**src/rtl/multibyte_add_ctrl.sv**
```systemverilog
// ----------------------------------------------------------------------------
// multibyte_add_ctrl
//
// Purpose:
//    Computes a W-bit (W = 8*NBYTES) add or subtract by pushing the operands
//    through one 8-bit ripple add slice, one byte per clock, least significant
//    byte first. The carry between bytes is held in a register, so the
//    slice's carry-out of byte i becomes the carry-in of byte i+1.
//    Subtraction is A + ~B + 1. The +1 comes from the carry register being
//    preset to 1 at accept time.
//
// Ports:
//    clk       in   1   rising-edge clock
//    rst_n     in   1   asynchronous active-low reset
//    start     in   1   request, accepted only while busy=0
//    op_sub    in   1   0: a+b, 1: a-b (sampled with start)
//    a         in   W   operand A (sampled with start)
//    b         in   W   operand B (sampled with start)
//    busy      out  1   high while bytes are being processed
//    done      out  1   one-cycle pulse when result/cout/overflow update
//    result    out  W   sum/difference, held until the next done
//    cout      out  1   final carry (subtract: 1 = no borrow)
//    overflow  out  1   signed overflow of the W-bit result
//
// Timing:
//    Accept at edge T. Bytes 0..NBYTES-1 are processed on edges
//    T+1..T+NBYTES. done is high in the cycle after edge T+NBYTES.
//    A start seen while done is high is accepted on that same edge, so
//    back-to-back operations run with no idle bubble.
// ----------------------------------------------------------------------------
module multibyte_add_ctrl #(
   parameter int NBYTES = 4
) (
   input  logic                  clk,
   input  logic                  rst_n,
   input  logic                  start,
   input  logic                  op_sub,
   input  logic [8*NBYTES-1:0]   a,
   input  logic [8*NBYTES-1:0]   b,
   output logic                  busy,
   output logic                  done,
   output logic [8*NBYTES-1:0]   result,
   output logic                  cout,
   output logic                  overflow
);

   localparam int W  = 8 * NBYTES;
   localparam int IW = (NBYTES > 1) ? $clog2(NBYTES) : 1;
   localparam logic [IW-1:0] LAST_IDX = IW'(NBYTES - 1);

   typedef enum logic [1:0] {
      IDLE = 2'd0,
      RUN  = 2'd1,
      DONE = 2'd2
   } state_t;

   state_t                  state;
   logic [IW-1:0]           idx;
   logic                    carry;
   logic [NBYTES-1:0][7:0]  opa;
   logic [NBYTES-1:0][7:0]  opb;
   logic [NBYTES-1:0][7:0]  acc;

   logic [8:0]              slice;
   logic                    msb_cin;

   // The single shared 8-bit add slice. It always works on the byte the
   // index points at. opb already holds ~b for a subtract, so the slice
   // never needs to know which operation is running.
   // The carry into the top bit of the whole word is recovered from the
   // sum bit: s = a ^ b ^ cin, so cin = a ^ b ^ s. This value is only used
   // while the last byte is in the slice.
   always_comb begin
      slice   = {1'b0, opa[idx]} + {1'b0, opb[idx]} + {8'd0, carry};
      msb_cin = opa[NBYTES-1][7] ^ opb[NBYTES-1][7] ^ slice[7];
   end

   // Sequencer, operand and accumulator registers, and the registered
   // outputs, all in one block.
   // - busy and done are flops loaded together with the state, so neither
   //   has a combinational path from start.
   // - The visible result is loaded only on the edge that processes the
   //   last byte. The concatenation takes the fresh top byte straight from
   //   the slice, so partial sums held in acc never reach the output.
   // - The index is cleared when leaving RUN. It therefore never counts
   //   past NBYTES-1, even when NBYTES is not a power of two.
   always_ff @(posedge clk or negedge rst_n) begin
      if (!rst_n) begin
         state    <= IDLE;
         idx      <= '0;
         carry    <= 1'b0;
         opa      <= '0;
         opb      <= '0;
         acc      <= '0;
         busy     <= 1'b0;
         done     <= 1'b0;
         result   <= '0;
         cout     <= 1'b0;
         overflow <= 1'b0;
      end else begin
         case (state)
            IDLE, DONE: begin
               done <= 1'b0;
               if (start) begin
                  opa   <= a;
                  opb   <= op_sub ? ~b : b;
                  carry <= op_sub;
                  idx   <= '0;
                  busy  <= 1'b1;
                  state <= RUN;
               end else begin
                  busy  <= 1'b0;
                  state <= IDLE;
               end
            end

            RUN: begin
               acc[idx] <= slice[7:0];
               carry    <= slice[8];
               if (idx == LAST_IDX) begin
                  result   <= {slice[7:0], acc[NBYTES-2:0]};
                  cout     <= slice[8];
                  overflow <= msb_cin ^ slice[8];
                  idx      <= '0;
                  busy     <= 1'b0;
                  done     <= 1'b1;
                  state    <= DONE;
               end else begin
                  idx <= idx + 1'b1;
               end
            end

            default: begin
               busy  <= 1'b0;
               done  <= 1'b0;
               idx   <= '0;
               state <= IDLE;
            end
         endcase
      end
   end

endmodule

```
**config.mk**
```make
export PLATFORM = sky130hd
export DESIGN_NAME = multibyte_add_ctrl
export DESIGN_NICKNAME = d
export VERILOG_FILES = /design/src/rtl/multibyte_add_ctrl.sv
export SDC_FILE = /design/constraint.sdc
export NUM_CORES = 1
export LEC_CHECK = 0
export ABC_AREA = 1
export CORE_UTILIZATION = 40
export CTS_BUF_LIST = sky130_fd_sc_hd__clkbuf_16
export DETAILED_ROUTE_END_ITERATION = 10
export HOLD_SLACK_MARGIN = 0.1
export PLACE_DENSITY_LB_ADDON = 0.25
export SYNTH_ARGS = -nofsm -noshare
export SYNTH_HDL_FRONTEND = slang
export SYNTH_SLANG_ARGS = --single-unit
```
**constraint.sdc**
```tcl
create_clock -name clk -period 3.34 [get_ports clk]
set_clock_uncertainty 0.1 [all_clocks]
set_input_delay 0.668 -clock clk [delete_from_list [all_inputs] [get_ports clk]]
set_output_delay 0.668 -clock clk [all_outputs]
set_load 0.005 [all_outputs]
```
Yosys cells after proc, flatten, opt, wreduce, memory -nomap -nowiden
Index checks and enable logic that the tools add are counted.

cells by class
  $add $sub $neg = 3
  order comparisons = 2
  equal/unequal tests = 5
  reduce and logical (&&, ||, !) cells = 7
  bitwise logic cells = 4
  multiplexer cells = 21

operator list
  kind                   count
  $bmux W8 S2            2
  $bwmux W32             1
  $mux W32               1
  $not A32 Y32           1
  $mux W8                3
  $demux W8 S2           1
  $add A8 B8 Y9          1
  $add A9 B1 Y9          1
  $pmux W2 S2            2
  $mux W1                6
  $mux W2                3
  $reduce_and A2 Y1      3
  $eq A2 B2 Y1 const B   2
  $ne A2 B2 Y1 const B   2
  $pmux W1 S2            2
  $lt A2 B3 Y1 const B   1
  $xor A1 B1 Y1          3
  $add A2 B1 Y2 const B  1
  $eq A2 B1 Y1 const B   1
  $ge A2 B1 Y1 const B   1
  $logic_not A2 Y1       1
  $reduce_bool A2 Y1     1
  $reduce_or A2 Y1       1
  $logic_and A1 B1 Y1    1

word-level totals
  register bits = 137
  logic and storage cells = 62

Depth between registers and ports, before layout
Gate-level depths: netlist of the first run.

  depth in word-level cells = 6
  mapped depth = 16
  mapped depth without buffers = 14

Worst setup path after synthesis of the first run
OpenSTA, ideal clock, no wires.

  kind = register to register
  start point = reg idx[0]
  end point = reg overflow
  slack = 0.779 ns
  stages on the path, launching flop included = 15
  clock period less this slack = 2.561 ns
  arrival time = 2.344 ns
  library setup time = 0.117 ns
  path through = dfrtp_1 -> buf_2 -> inv_2 -> clkbuf_1 -> nor2_1 -> o22ai_1 -> fa_1 -> inv_1 -> fa_1 -> o21ai_2 -> nand4_1 -> nand2_1 -> nand3_1 -> nand3_1 -> nand2_1

on the way
  longest elaborated chain between the ends = 6
  elaborated cells on any way between the ends = 10
  classes of those cells = add/sub (2); eq/ne (1); mux (4); bitwise (2); reduce/logical (1)

ends and longest elaborated chain
  element                        RTL line  RTL
  start, declared                58        logic [IW-1:0] idx;
  start signal, assigned         129       idx <= idx + 1'b1;
  $bmux W8 S2                    74        slice = {1'b0, opa[idx]} + {1'b0, opb[idx]} + {8'd0, carry};
  $mux W8 (implied by the code)  74
  $add A8 B8 Y9                  74
  $add A9 B1 Y9                  74
  $xor A1 B1 Y1                  75        msb_cin = opa[NBYTES-1][7] ^ opb[NBYTES-1][7] ^ slice[7];
  $xor A1 B1 Y1                  123       overflow <= msb_cin ^ slice[8];
  end signal, assigned           123
  end, declared                  44        output logic overflow

Several ways; a longest one is shown, not always the timed one. The select of a mux whose other input is x is not followed.
A chain may end at the register's enable or synchronous reset.

Worst setup path in the final report of the first run
  start point = reg idx[0]
  end point = reg acc[14] in the netlist's numbering

on the way
  longest elaborated chain between the ends = 5
  elaborated cells on any way between the ends = 12
  classes of those cells = add/sub (2); order compare (2); mux (7); reduce/logical (1)

ends and longest elaborated chain
  element                                                                      RTL line  RTL
  $bmux W8 S2, or another cell as far along                                    74
  $mux W8 (implied by the code) / $logic_and A1 B1 Y1 (equally long branches)  74, 118
  $add A8 B8 Y9 / $mux W8 (equally long branches)                              74, 118
  $add A9 B1 Y9 / $demux W8 S2 (equally long branches)                         74, 118
  $bwmux W32 *                                                                 118       acc[idx] <= slice[7:0];
  end signal, assigned by index                                                118
  end, declared                                                                62        logic [NBYTES-1:0][7:0] acc;

Every way passes the cells marked *; elsewhere a longest branch is shown, timed or not. The select of a mux whose other input is x is not followed.

==> results.json, run 1 <==
{
  "ys.flop_type": "dfrtp_1",
  "syn_inst": 606,
  "max_slew.worst_pin.slew_ns": 0.9220,
  "yosys.cell_count.top_type": "nand2_1",
  "synth_cell_type_count": 36,
  "critical_path_class": "reg2reg",
  "slowest_delay_ns": 0.42,
  "rrSetupSlack_ns": 0.60,
  "avgSynthCellArea_um2": 9.671,
  "overflow": 0,
  "fp-row-count": 43,
  "gp_congestion": 0.8005,
  "postRouteAntennaNets": 0,
  "status": "finished, final reports clean",
  "start_util": 0.4158,
  "cts_buffer_depth": 2,
  "hold_viol_final": 0,
  "placedCellCount": 862,
  "clock.fmax_ghz": 0.3652,
  "drt_pass1_iterations": 5,
  "crit_family": "compound AO/OA/AOI/OAI gates",
  "route.detailed.drc": 0,
  "grt_pass1_wl_um": 21620,
  "numClockSinks": 127,
  "grt_pass1_vias": 4299,
  "wl_per_cell_um": 14.23,
  "cp-start-kind": "flop",
  "grt_setup_unrepaired": "false",
  "min_path_type": "reg2reg",
  "core_area_um2": 14100,
  "via_per_inst": 4.949,
  "grt_usage": 0.1848,
  "synth_edf_count": 0,
  "grt_max_degree": 88,
  "synth.area.top_cells": "dfrtp_1 54%, nand2_1 9.5%, o21ai_0 7.3%, mux2_2 6.1%, xnor2_1 5.2%",
  "clkTransAtPathRegs_ns": 0.05,
  "cts_root_buf": "clkbuf_16",
  "required_ns": 3.53,
  "vias": 4424,
  "synth_common_cells": "149 x nand2_1, 127 x dfrtp_1, 86 x o21ai_0",
  "worst_path_max_delay_cell": "fa_1",
  "antenna_found_initial": 0,
  "slew_viol_final": 0,
  "power.density_nw_per_um2": 1137,
  "cap_violations": 0,
  "yosys.area.top_type": "dfrtp_1",
  "tns_ns": 0,
  "synth_top_area_share": 0.5423,
  "setup_ws_ns": 0.6014,
  "syn_nets": 687,
  "synth_area_um2": 5861,
  "period_needed_ns": 2.739,
  "io_pins": 104,
  "antennaDiodeCount": 0,
  "wl_um": 12720,
  "peakVddDrop_mv": 0.5718,
  "crit_buf_inv": 3,
  "area_growth_pct": 30.55,
  "instances_no_fill": 894,
  "insertion_delay_ns": 0.41,
  "fillers": 1244,
  "seq_area_frac_synth": 0.5423,
  "cp-end-kind": "flop",
  "dp_hpwl_um": 9029,
  "yosys_warnings": 0,
  "numPortBuffers": 103,
  "ys_async_sr_fraction": 1.000,
  "nets": 783,
  "die_h_um": 123.0,
  "die_x_um": 123.0,
  "critPathMaxFanout": 34,
  "leakagePower_nw": 3.449,
  "cts_tree": "yes",
  "drive_gt1_frac": 0.1232,
  "critPathArrivalTime_ns": 2.93,
  "numCtsBuffers": 17,
  "relSlewSlack": 0.3853,
  "setup_violations": 0,
  "min_period_over_period": 0.8199,
  "place_worst_setup_slack_ns": 0.6195,
  "die_area_um2": 15140,
  "htreeDepth": 4,
  "crit_chain": "inv_2 > o21ai_0 > o22ai_1 > fa_1 > inv_1 > fa_1 > o21ai_2 > a21boi_2 > inv_1 > nand2_1 > nand3_1 > o21ai_1",
  "postSynthRegisterBits": 127,
  "drt_first_iter_violations": 256
}
layer usage:
| metal | vias to the layer above | track usage | share of wire |
|---|---|---|---|
| met1 | 2115 | 0.2608 | 0.48 |
| li1 | 2183 | - | - |
| met5 | - | 0 | 0 |
| met3 | 12 | 0.03875 | 0.042 |
| met4 | 0 | 0.05422 | 0.0097 |
| met2 | 114 | 0.2869 | 0.47 |
what timing repair did:
action	CTS	global route
buffers inserted	0	0
hold endpoints to repair	19	0
gates resized for setup	0	0
hold buffers	1	0
placed cells by master, fill, tap and decap left out, types with 5 or more instances in the layout:
| cell | synthesis | routed |
|---|---|---|
| nand3_1 | 14 | 14 |
| bufinv_16 | 0 | 5 |
| o22ai_1 | 14 | 14 |
| inv_1 | 25 | 27 |
| ha_1 | 11 | 11 |
| buf_4 | 2 | 5 |
| xnor2_1 | 35 | 35 |
| nand2_1 | 149 | 148 |
| o21ai_1 | 14 | 14 |
| mux2_2 | 32 | 32 |
| clkbuf_16 | 0 | 17 |
| nor2_1 | 30 | 30 |
| nand2_2 | 4 | 5 |
| clkdlybuf4s50_1 | 0 | 101 |
| o21ai_0 | 86 | 86 |
| dfrtp_1 | 127 | 127 |
path summary, 6_finish.rpt:
| kind | startpoint | cells past startpoint | endpoint |
|---|---|---|---|
| max | idx[0] | 12 | acc[14] |
| min | result[17] | 2 | result[17] |
| max reg2reg | idx[0] | 12 | acc[14] |
| min reg2reg | result[17] | 2 | result[17] |
| max in group asynchronous | rst_n | 3 | opb[16] |
| min in group asynchronous | rst_n | 2 | result[21] |
layout make-up:
class / instances / area (µm²) / share of cell area
multi-input cells: 416 / 2406 / 0.3145
well taps: 180 / 225.2 / 0.02944
clock buffers: 17 / 425.4 / 0.05560
flip-flops and latches: 127 / 3178 / 0.4154
repair buffers: 110 / 1104 / 0.1442
clock inverters: 14 / 200.2 / 0.02617
inverters: 30 / 112.6 / 0.01472
worst register-to-register path, delay by kind of cell, from the launching register on:
kind,cells,cell delay (ns)
and+or+nand+nor,2,0.22
AOI/OAI and AO/OA,5,0.75
adders and majority gates,2,0.66
DFF,1,0.38
buffers and inverters,3,0.52
logic make-up after synthesis:
| logic type | after synthesis | synth area share |
|---|---|---|
| and+or+nand+nor | 207 | 0.1460 |
| AOI/OAI and AO/OA | 128 | 0.1185 |
| DFF | 127 | 0.5423 |
| buffers and inverters | 63 | 0.04761 |
| xor gates and xnor gates | 36 | 0.05380 |
| muxes | 32 | 0.06149 |
| adders and majority gates | 13 | 0.03032 |
report_power, final:
group	switching, mW	internal, mW
clock	0.645	1.31
combinational	2.30	1.73
sequential	0.427	2.29
total	3.38	5.32
flip-flops by register name, indices dropped and copies added, names as in the netlist:
name,count
acc,24
carry,1
cout,1
done,1
idx,2
opa,32
opb,32
overflow,1
result,32
state,1
per-stage QoR:
step,utilization,instance area [µm²],hold WS (ns),total power [mW]
6_report,0.5428,7651,0.3747,8.700
5_1_grt,0.5428,7651,0.3966,9.450
4_1_cts,0.5428,7651,0.3770,8.762
3_5_place_dp,0.4977,7015,0.3628,6.775
3_3_place_gp,0.4977,7015,0.3544,6.655
2_1_floorplan,-,5861,0.2724,5.451
Power figures use the tool's default switching activity.
==> inputs of run 2 (changes only) <==
clock period = 2.5 ns   (was 3.34 ns; I/O delays follow)
==> run 2 against run 1 <==
Compared with the run above: combinational power rose by 62%; critical path depth did not move; global-route usage barely moved.
==> results.json, run 2 (same netlist as run 1, synthesis figures left out) <==
{
  "instances_no_fill": 920,
  "insertion_delay_ns": 0.42,
  "final_common_cell": "nand2_1",
  "max_slew.worst_pin.slew_ns": 0.5074,
  "seq_area_um2": 3181,
  "final_util": 0.5644,
  "cap_violations": 0,
  "io_pins": 104,
  "clkTransAtPathRegs_ns": 0.05,
  "final_cell_mix": "145 x nand2_1, 125 x dfrtp_1, 101 x clkdlybuf4s50_1",
  "min_path_type": "reg2reg",
  "cp-start-kind": "flop",
  "core_area_um2": 14100,
  "via_per_inst": 4.935,
  "r2r_cells": 12,
  "hold_path.startpoint": "result[11]",
  "setup_ws_ns": 0.02346,
  "r2r-start": "idx[0]",
  "die_h_um": 123.0,
  "power.density_nw_per_um2": 1580,
  "start_util": 0.4158,
  "setup_violations": 0,
  "route.detailed.drc": 0,
  "numCtsBuffers": 17,
  "dpl_cell_area_um2": 7108,
  "hold_path_end": "result[11]",
  "fp-row-count": 43,
  "relSlewSlack": 0.6609,
  "drt_pass1_iterations": 5,
  "crit_path_frequent_cell": "fa_2",
  "htreeDepth": 4,
  "drive_gt1_frac": 0.1797,
  "multi_input_area_um2": 2490,
  "period_needed_ns": 2.477,
  "wl_per_cell_um": 14.24,
  "cts_root_buf": "clkbuf_16",
  "hold_depth": 2,
  "slew_viol_final": 0,
  "vias": 4540,
  "startpoint": "idx[0]",
  "critical_path_class": "reg2reg",
  "status": "finished, final reports clean",
  "antenna_found_initial": 0,
  "hold_slack_ns": 0.3709,
  "cp-end-kind": "flop",
  "grt_pass1_vias": 4348,
  "gp_congestion": 0.8354,
  "cts_buffer_depth": 2,
  "required_ns": 2.70,
  "overflow": 0,
  "placedCellCount": 871,
  "wl_um": 13100,
  "leakagePower_nw": 3.579,
  "numClockSinks": 127,
  "r2r_end": "acc[22]",
  "tns_ns": 0,
  "grt_pass1_wl_um": 21250,
  "grt_setup_unrepaired": "true",
  "grt_usage": 0.1852,
  "cts_tree": "yes",
  "reg_top3": "opa x32, opb x32, result x32",
  "drt_first_iter_violations": 242,
  "design_area_um2": 7956,
  "die_x_um": 123.0,
  "dp_hpwl_um": 9015,
  "clock.fmax_ghz": 0.4038,
  "antennaDiodeCount": 0,
  "place_worst_setup_slack_ns": 0.008981,
  "numPortBuffers": 103,
  "crit_chain": "buf_4 > nor2_1 > o22ai_2 > fa_2 > inv_2 > fa_2 > o21ai_4 > a21boi_2 > inv_1 > or2_4 > nand3_1 > o21ai_1",
  "die_area_um2": 15140,
  "worst_path_max_delay_cell": "dfrtp_2",
  "critPathArrivalTime_ns": 2.67,
  "fillers": 1235,
  "grt_max_degree": 83,
  "nets": 809,
  "area_growth_pct": 35.76,
  "hold_viol_final": 0,
  "rrSetupSlack_ns": 0.02,
  "postRouteAntennaNets": 0,
  "slowest_delay_ns": 0.48,
  "min_period_over_period": 0.9906,
  "critPathMaxFanout": 6,
  "p_total_mw": 12.57,
  "peakVddDrop_mv": 0.9777
}
run 2: worst max-delay path by stage:
stage	endpoint	cells after the start
finish	acc[22]	12
global route	acc[22]	12
CTS	acc[22]	12
detailed placement	acc[20]	9
global placement	acc[4]	9
floorplan	overflow	13
run 2: layer usage:
| metal | track usage | vias up | part of all wire |
|---|---|---|---|
| met5 | 0 | - | 0 |
| met4 | 0.07907 | 0 | 0.025 |
| met3 | 0.04290 | 28 | 0.049 |
| met2 | 0.2802 | 141 | 0.46 |
| met1 | 0.2551 | 2121 | 0.47 |
| li1 | - | 2250 | - |
run 2: power breakdown:
group / internal (mW) / switching, mW
logic: 3.04 / 3.47
clock network: 1.54 / 0.862
registers: 3.07 / 0.592
run 2: timing repair:
action	in CTS	in global routing
hold buffers	1	0
endpoints found under the hold margin	35	0
endpoints found under the setup margin	5	27
gates resized for setup	1	42
setup buffers	0	14
pin swaps	0	19
gates cloned	0	3
run 2: final cells by class:
| cell class | count | area share |
|---|---|---|
| clock buffer | 17 | 0.05347 |
| clock inverter | 14 | 0.01887 |
| inverter | 30 | 0.01525 |
| multi-input combinational | 416 | 0.3129 |
| sequential | 127 | 0.3997 |
| tap | 180 | 0.02831 |
| timing repair buffer | 134 | 0.1702 |
| timing repair inverter | 2 | 0.001258 |
run 2: worst max-delay path, delay by kind of cell (launching register included):
kind	cells	cell delay [ns]
AOI/OAI and AO/OA	4	0.38
adders and majority gates	2	0.63
buffers and inverters	3	0.30
and+or+nand+nor	3	0.45
DFF	1	0.48
==> inputs of run 3 (changes only) <==
CAP_MARGIN = 20   (was default)
CTS_CLUSTER_DIAMETER = 200   (was default)
GPL_TIMING_DRIVEN = 0   (was default)
==> run 3 against run 2 <==
Compared with the run above: critical endpoint is now acc[6]; sequential share of layout area fell by 1.7 points; critical path depth rose by 2; total power rose by 10%; design area rose by 4.4%; die area did not move; critical path type unchanged; non-clock buffer count rose by 26; clock power rose by 9.6%; final cell count rose by 2.7%; sequential power barely moved; the run now ends with negative setup slack left; sequential cell count did not move; routed wire length rose by 13%; global-route usage rose by 2.1 points.
==> results.json, run 3 (same netlist as run 1, synthesis figures left out) <==
{
  "required_ns": 2.69,
  "clkTransAtPathRegs_ns": 0.06,
  "slew_viol_final": 0,
  "min_period_over_period": 1.021,
  "die_h_um": 123.0,
  "sw_frac_of_total": 0.4050,
  "crit_family": "buffers and inverters",
  "p_int_mw": 8.262,
  "relSlewSlack": 0.7064,
  "violations": "negative setup slack",
  "min_path_type": "reg2reg",
  "leakagePower_nw": 3.732,
  "drive_gt1_frac": 0.2405,
  "setup_ws_ns": -0.05205,
  "status": "finished, violations left",
  "start_util": 0.4158,
  "grt_pass1_wl_um": 23570,
  "vias": 4737,
  "numPortBuffers": 102,
  "numClockSinks": 127,
  "p_sw_mw": 5.623,
  "cp-end-kind": "flop",
  "cap_violations": 0,
  "drt_first_iter_violations": 280,
  "final_cell_mix": "145 x nand2_1, 126 x dfrtp_1, 101 x clkdlybuf4s50_1",
  "cp-start-kind": "flop",
  "wl_um": 14860,
  "p_comb_frac": 0.547,
  "r2r-start": "idx[0]",
  "crit_chain": "buf_6 > inv_8 > buf_8 > buf_6 > nand2_1 > a32oi_2 > inv_1 > fa_2 > o21ai_4 > a21boi_2 > inv_2 > nand2_1 > nand3_2 > o21ai_2",
  "critPathMaxFanout": 5,
  "die_area_um2": 15140,
  "antenna_found_initial": 0,
  "place_worst_setup_slack_ns": -0.5890,
  "max_slew.worst_pin.slew_ns": 0.4404,
  "fillers": 1194,
  "drt_pass1_iterations": 4,
  "via_per_inst": 5.013,
  "rrSetupSlack_ns": -0.05,
  "cts_root_buf": "clkbuf_16",
  "critical_path_class": "reg2reg",
  "grt_pass1_vias": 4818,
  "p_clk_frac": 0.189,
  "crit_buf_inv": 6,
  "hold_path.startpoint": "result[15]",
  "slowest_delay_ns": 0.41,
  "htreeDepth": 4,
  "grt_setup_unrepaired": "true",
  "r2r_end": "acc[6]",
  "power.density_nw_per_um2": 1671,
  "r2r_cells": 14,
  "postRouteAntennaNets": 0,
  "io_pins": 104,
  "final_util": 0.5894,
  "hold_path_end": "result[15]",
  "worst_path_max_delay_cell": "dfrtp_1",
  "final_common_cell": "nand2_1",
  "setup_violations": 8,
  "die_x_um": 123.0,
  "area_growth_pct": 41.76,
  "design_area_um2": 8308,
  "cts_tree": "yes",
  "clock.fmax_ghz": 0.3918,
  "route.detailed.drc": 0,
  "instances_no_fill": 945,
  "overflow": 0,
  "hold_viol_final": 0,
  "peakVddDrop_mv": 1.127,
  "cp.depth": 14,
  "p_seq_frac": 0.263,
  "grt_max_degree": 82,
  "wl_per_cell_um": 15.72,
  "placedCellCount": 889,
  "dp_hpwl_um": 10120,
  "nets": 833,
  "dpl_cell_area_um2": 7137,
  "tns_ns": -0.1910,
  "numCtsBuffers": 17,
  "reg_top3": "opa x32, opb x32, result x32",
  "gp_congestion": 0.8025,
  "antennaDiodeCount": 0,
  "hold_depth": 2,
  "core_area_um2": 14100,
  "period_needed_ns": 2.552,
  "grt_usage": 0.2065,
  "cts_buffer_depth": 2,
  "insertion_delay_ns": 0.42,
  "critPathArrivalTime_ns": 2.75,
  "fp-row-count": 43
}
[run 3: changes by cell type in the layout (fill, tap and decap cells not counted), moves of 6 or more]
cell / delta
clkbuf_1: +7
nand3_2: +6
o22ai_1: -6
o22ai_2: +6
o21ai_0: -7
nand3_1: -6
o21ai_2: +6
buf_2: +13
[run 3: power groups by stage]
stage	sequential, mW	clock (mW)	combinational [mW]
finish	3.66	2.63	7.60
global route	3.77	2.76	8.31
CTS	3.61	2.65	6.61
detailed placement	3.63	0	5.65
global placement	3.61	0	5.52
floorplan	3.50	0	3.79
[run 3: per-stage QoR]
stage	total power, mW	hold WS (ns)
after floorplan	7.284	0.1044
after global placement	9.131	0.3538
after detailed placement	9.288	0.3516
after CTS	12.88	0.3741
after global routing	14.84	0.3942
final	13.89	0.3702
[run 3: worst min-delay path: stages, from the launching register on]
cell and delay, ns:
dfrtp_1 0.34, nand2_1 0.06, nand2_1 0.05
[run 3: worst max path at each step]
stage | endpoint | slack [ns] | startpoint
final | acc[6] | -0.05 | idx[0]
after global routing | acc[6] | -0.17 | idx[0]
after CTS | carry | -0.02 | idx[0]
after detailed placement | acc[4] | -0.59 | idx[0]
after global placement | opb[16] | -3.93 | rst_n
after floorplan | overflow | 0.009 | idx[0]
[run 3: area by class of cell]
cell class	instances	area (µm²)	area share
Buffer	33	244.0	0.02937
Clock buffer	17	425.4	0.05120
Clock inverter	15	207.7	0.02500
Inverter	30	125.1	0.01506
Multi-Input combinational cell	416	2655	0.3196
Sequential cell	127	3179	0.3827
Tap cell	180	225.2	0.02711
Timing Repair Buffer	127	1246	0.1500
[run 3: timing repair]
item	4_1_cts	5_1_grt
hold endpoints to repair	46	0
setup buffers	15	8
resized for setup	44	62
hold buffers	1	0
setup endpoints to repair	31	27
pin swaps	10	26
[run 3: per-layer routing]
| layer | up-vias | part of all wire | GRT usage |
|---|---|---|---|
| met3 | 24 | 0.043 | 0.04105 |
| met4 | 0 | 0.020 | 0.08057 |
| met2 | 137 | 0.50 | 0.3487 |
| li1 | 2302 | - | - |
| met5 | - | 0 | 0 |
| met1 | 2274 | 0.44 | 0.2608 |
==> variant 1 (config.mk and constraints of run 2) <==
Change the parameter `NBYTES` from 4 to 8.
--- a/src/rtl/multibyte_add_ctrl.sv
+++ b/src/rtl/multibyte_add_ctrl.sv
@@ -29,7 +29,7 @@
 //    back-to-back operations run with no idle bubble.
 // ----------------------------------------------------------------------------
 module multibyte_add_ctrl #(
-   parameter int NBYTES = 4
+   parameter int NBYTES = 8
 ) (
    input  logic                  clk,
    input  logic                  rst_n,
Ports: changed (resized a, b and result); port bits go from 104 to 200. The function was not compared with the original's and may differ.
==> variant 1 against run 2 <==
  * The run now ends with setup timing left
  * Die area is 92% higher
  * Cell area is 100% higher
  * Non-clock buffer count is 159 higher
  * Critical path depth is 3 higher
  * Power is 110% higher
  * Via count is 95% higher
  * Core utilization is 1.2 points higher
  * Routed wire length is 130% higher
  * Setup slack worse by 0.45 ns
  * Sequential share of layout area is 0.069 points higher
  * Sequential cell count is 130 higher
  * Synthesized area is 94% higher
==> variant 1: results (changes against run 2) <==
| Metric | Value |
|---|---|
| Classification of the worst setup path | reg2reg |
| Vias in the first global route | 8571 (+97%) |
| Fraction of final layout cells with drive strength greater than 1 | 22.38% (+4.4 points) |
| Critical path data arrival time | 3.29 ns (+0.62 ns) |
| Pleak | 7.105 nW (+99%) |
| Port Buf Inserts | 199 (+93%) |
| Clock network latency to the later pin of the worst-skew pair | 0.54 ns (+0.12 ns) |
| Number of antenna violations at the first check in global routing | 1 (+1) |
| Largest incremental delay on the critical path | 0.40 ns (-0.08 ns) |
| TritonCTS buffer count | 28 (+11) |
| Main flop type after synthesis | dfrtp_1 |
| First-pass iteration count of the detailed router | 5 (unchanged) |
| Non-filler instance count after layout | 1812 (+97%) |
| Overall global routing resource usage | 20.97% (+2.5 points) |
| Placer Congestion | 0.8042 (-3.7%) |
| Final net count | 1556 (+92%) |
| Maximum clock path buffer count | 3 (+1) |
| Total number of vias | 8870 (+95%) |
| Switching fraction of total power | 41.39% (+2.2 points) |
| Maximum fanout count along the critical path | 8 (+2) |
| Register-to-Register Path Depth | 15 (+3) |
| Worst setup path start | idx[0] |
| Post-synthesis sequential area ratio | 56.63% (+2.4 points) |
| Synth Instances | 1150 (+90%) |
| Initial drt markers | 645 (+170%) |
| Run status | complete, but fails checks |
| Count of warnings emitted by yosys | 0 (unchanged) |
| Path category of the worst min-delay check | reg2reg |
| Pin count of the biggest net entering global routing | 102 (+23%) |
| Filler cell count in the final layout | 2399 (+94%) |
| Launching point of the worst reg2reg path | idx[0] |
| Count of cell types in the netlist | 43 (+19%) |
| Detailed placer's ending HPWL | 21320 um (+140%) |
| Reg2Reg Capture Point | acc[38] |
| Number of H-tree levels | 1 (-3) |
| Finish-stage setup viols | 59 (+59) |
| Worst relative slew slack | 57.73% (-8.4 points) |
| Clk pin slew, worst setup/hold paths | 0.06 ns |
| Slew Viols, Final | 0 (unchanged) |
| Max rail drop VDD | 1.635 mV (+67%) |
| Synthesized netlist net count | 1293 (+88%) |
| Placed Cells | 1746 (+100%) |
| Worst setup margin | -0.4235 ns (-0.4469 ns) |
| Largest cells by area after synthesis | dfrtp_1 57%, nand2_1 9.3%, o21ai_0 7.6% |
| Violations in the final reports | setup timing |
| Root Buffer Master | clkbuf_16 |
| Placed Instance Area | 0.01438 sq mm (+100%) |
| Minimum clock period after layout | 2.923 ns (+0.4469 ns) |
| Total routed wirelength | 30270 um (+130%) |
| Largest registers in the final layout | opa x64, opb x64, result x64 |
| Aggregate negative setup slack | -16.99 ns (-16.99 ns) |
| Share of flip-flops with an asynchronous set or reset | 100.0% (unchanged) |
| ANT nets after route | 0 (unchanged) |
| Critical Path Slowest Stage Cell | dfrtp_1 |
| Count of max-cap constraint violations | 0 (unchanged) |
| Leading post-synthesis cells by instance count | 280 x nand2_1, 257 x dfrtp_1, 172 x o21ai_0, 70 x inv_1, 67 x xnor2_1 |
| First-pass GRT wire length | 47090 um (+120%) |
==> variant 1: cell types whose count changed after synthesis, moves of 21 or more <==
cell,before,now
xnor2_1,35,67
mux2_2,32,56
o21ai_0,86,172
buf_2,15,36
dfrtp_1,127,257
nand2_1,149,280
inv_1,25,70
==> variant 1: power by group through the flow <==
stage          registers [W]  clock network, W  logic [W]
4_1_cts              0.00718           0.00422     0.0127
6_report             0.00723           0.00416     0.0144
2_1_floorplan        0.00687                 0    0.00638
3_5_place_dp         0.00720                 0     0.0112
3_3_place_gp         0.00716                 0     0.0110
5_1_grt              0.00741           0.00440     0.0156
==> variant 1: cells by family after synthesis <==
kind of cell | synth area share, %
AND/OR/NAND/NOR | 13.74
flip-flops | 56.63
AO/OA/AOI/OAI | 11.82
buffers and inverters | 5.674
XOR/XNOR | 5.244
multiplexers | 5.552
adder cells (fa/ha/maj) | 1.344
==> variant 1: worst min-delay path by stage <==
stage / startpoint / endpoint / slack [ns] / cells past startpoint
after floorplan: rst_n / acc[0] / 0.10 / 0
after global routing: result[40] / result[40] / 0.39 / 2
after global placement: result[36] / result[36] / 0.36 / 2
final: result[55] / result[55] / 0.37 / 2
after detailed placement: result[55] / result[55] / 0.36 / 2
after CTS: op_sub / opb[50] / 0.36 / 3
==> variant 1: stage by stage <==
step | worst slack, ns | utilization (%)
2_1_floorplan | -0.2125 | -
3_3_place_gp | -0.4722 | 51.60
3_5_place_dp | -0.5895 | 51.60
4_1_cts | -0.3275 | 56.29
5_1_grt | -0.5274 | 57.67
6_report | -0.4235 | 57.67
==> variant 1: critical path: cells and delay by family, from the launching register on <==
kind	cells	cell delay, ns
and+or+nand+nor	3	0.38
DFF	1	0.40
buffers and inverters	5	0.73
AOI/OAI and AO/OA	6	0.98
adders and majority gates	1	0.25
==> variant 1: routing by layer <==
layer / GRT usage [%] / vias up / part of all wire (%)
li1: - / 4335 / -
met1: 29.72 / 4252 / 46
met2: 33.15 / 236 / 47
met3: 3.701 / 45 / 5.1
met4: 5.523 / 2 / 2.1
met5: 0 / - / 0.043
==> variant 1: timing repair <==
item	4_1_cts	5_1_grt
gates resized for setup	112	83
endpoints found under the hold margin	71	0
pin swaps	29	34
setup endpoints to repair	59	65
cloned	0	0
buffers inserted	10	5
hold buffers	1	0
==> variant 1: cell type report <==
type | count | area share (%)
Clock buffer | 29 | 4.517
Clock inverter | 22 | 1.238
Inverter | 79 | 2.048
Multi-Input combinational cell | 754 | 30.82
Sequential cell | 257 | 40.04
Tap cell | 378 | 2.944
Timing Repair Buffer | 293 | 18.39
==> variant 2 (settings of run 2) <==
Made on the original files. Put one more register stage on the output `result`, cleared by the reset. The value now appears one clock later. The other outputs are not delayed to match. Comments in the files are not updated.
--- a/src/rtl/multibyte_add_ctrl.sv
+++ b/src/rtl/multibyte_add_ctrl.sv
@@ -54,6 +54,8 @@
       DONE = 2'd2
    } state_t;
 
+   logic [8*NBYTES-1:0] result_s0;
+
    state_t                  state;
    logic [IW-1:0]           idx;
    logic                    carry;
@@ -94,7 +96,7 @@
          acc      <= '0;
          busy     <= 1'b0;
          done     <= 1'b0;
-         result   <= '0;
+         result_s0 <= '0;
          cout     <= 1'b0;
          overflow <= 1'b0;
       end else begin
@@ -118,7 +120,7 @@
                acc[idx] <= slice[7:0];
                carry    <= slice[8];
                if (idx == LAST_IDX) begin
-                  result   <= {slice[7:0], acc[NBYTES-2:0]};
+                  result_s0 <= {slice[7:0], acc[NBYTES-2:0]};
                   cout     <= slice[8];
                   overflow <= msb_cin ^ slice[8];
                   idx      <= '0;
@@ -140,5 +142,13 @@
       end
    end
 
+   always_ff @(posedge clk or negedge rst_n) begin
+      if (!rst_n) begin
+         result <= '0;
+      end else begin
+         result <= result_s0;
+      end
+   end
+
 endmodule
 
Function: changed (Yosys sat finds a counterexample within 10 cycles, from zero or initial values and one cycle with rst_n low).
==> variant 2 against run 2 <==
  * The flow now finishes with violations (setup timing)
  * Sequential share of layout area rose by 4.3 points
  * Global-route usage about the same
  * Via count is 6.1% higher
  * Sequential power is 23% higher
  * Cell area is 13% higher
  * Setup slack got worse by 0.082 ns
  * Synthesized area is 14% higher
  * Power up 15%
  * Routed wire length is 12% higher
  * Sequential cell count up 32
  * Critical path type unchanged
==> variant 2: results (changes against run 2) <==
| Metric | Value |
|---|---|
| Pleak | 4.066 nW (+14%) |
| Initial drt markers | 205 (-15%) |
| Synthesized netlist net count | 718 (+4.5%) |
| Violations in the final reports | setup timing |
| Placer Congestion | 0.8914 (+6.7%) |
| Worst setup margin | -0.05831 ns (-0.08177 ns) |
| Vias in the first global route | 4804 (+10%) |
| Post-synthesis sequential area ratio | 59.70% (+5.5 points) |
| Max rail drop VDD | 1.352 mV (+38%) |
| First-pass GRT wire length | 23670 um (+11%) |
| Largest cells by area after synthesis | dfrtp_1 60%, nand2_1 8.4%, o21ai_0 6.9% |
| Count of cell types in the netlist | 37 (+2.8%) |
| Filler cell count in the final layout | 1337 (+8.3%) |
| Final net count | 848 (+4.8%) |
| Run status | complete, but fails checks |
| Final-layout worst hold slack | 0.2798 ns (-0.09110 ns) |
| Critical path data arrival time | 2.76 ns (+0.09 ns) |
| Dominant delay contributor by cell family on the critical path | simple AND/OR/NAND/NOR gates |
| Avg Synthesized Cell Area | 10.46 sq um (+8.2%) |
| Finish-stage setup viols | 12 (+12) |
| First-pass iteration count of the detailed router | 4 (-1) |
| Leading post-synthesis cells by instance count | 159 x dfrtp_1, 150 x nand2_1, 92 x o21ai_0, 34 x xnor2_1, 32 x mux2_2 |
| Number of cells traversed by the worst hold path | 0 (-2) |
| Detailed placer's ending HPWL | 10190 um (+13%) |
| Vias per cell | 4.834 (-2.0%) |
| Fraction of final layout cells with drive strength greater than 1 | 21.79% (+3.8 points) |
| Pin count of the biggest net entering global routing | 61 (-27%) |
| Number of antenna violations at the first check in global routing | 1 (+1) |
| Overall global routing resource usage | 18.49% (-0.035 points) |
variant 2: cell types whose count changed after synthesis, moves of 2 or more:
cell / run 2 / this run
o21ai_0: 86 / 92
clkbuf_8: 0 / 2
nand3_1: 14 / 16
o21ai_1: 14 / 8
nand2_2: 4 / 2
dfrtp_1: 127 / 159
variant 2: worst paths after layout:
check | startpoint | end
max in group asynchronous | rst_n | result_s0[7]
min in group asynchronous | rst_n | acc[5]
hold reg to reg | result_s0[29] | result[29]
setup reg to reg | idx[0] | acc[5]
setup / recovery | idx[0] | acc[5]
hold / removal | result_s0[29] | result[29]
variant 2: cells by family after synthesis:
kind of cell             count (synthesis)  share of synthesized area, %
multiplexers                            32                         5.406
XOR/XNOR                                36                         4.731
adder cells (fa/ha/maj)                 13                         2.666
AO/OA/AOI/OAI                          126                         10.08
flip-flops                             159                         59.70
AND/OR/NAND/NOR                        209                         13.01
buffers and inverters                   62                         4.411
variant 2: power by group through the flow:
stage	sequential [W]	clock [W]	combinational (W)
global placement	0.00449	0	0.00576
floorplan	0.00428	0	0.00374
CTS	0.00450	0.00273	0.00628
finish	0.00451	0.00267	0.00726
global route	0.00465	0.00283	0.00799
detailed placement	0.00452	0	0.00594
variant 2: through the flow:
step | TNS [ns] | utilization (%) | cell area, sq um | setup slack [ns] | power [W]
floorplan | 0 | - | 6711 | 0.002448 | 0.008020
global route | -2.128 | 55.95 | 8985 | -0.1619 | 0.01548
CTS | -0.01667 | 54.53 | 8756 | -0.009949 | 0.01351
global placement | 0 | 50.06 | 8039 | 0.03593 | 0.01024
detailed placement | -0.6010 | 50.06 | 8039 | -0.1097 | 0.01046
finish | -0.3974 | 55.95 | 8985 | -0.05831 | 0.01445
variant 2: area by class of cell:
cell class | instances | area, sq um | share of cell area [%]
clock buffers | 17 | 425.4 | 4.735
clock inverters | 15 | 183.9 | 2.047
inverters | 29 | 112.6 | 1.253
multi-input cells | 416 | 2610 | 29.05
flip-flops and latches | 159 | 3981 | 44.31
well taps | 216 | 270.3 | 3.008
repair buffers | 143 | 1394 | 15.51
repair inverters | 1 | 7.507 | 0.08355
variant 2: layer usage:
layer	vias up	share of wire [%]	track usage, %
met5	-	0	0
met4	0	2.9	9.398
met3	33	5.2	4.951
met2	135	47	29.60
met1	2288	45	23.13
li1	2359	-	-
variant 2: repair_timing:
action / in CTS / in global routing
gates cloned: 1 / 0
buffers inserted: 6 / 6
pin swaps: 10 / 26
resized for setup: 14 / 61
hold buffers: 1 / 0
setup endpoints to repair: 11 / 20
hold endpoints to repair: 58 / 0
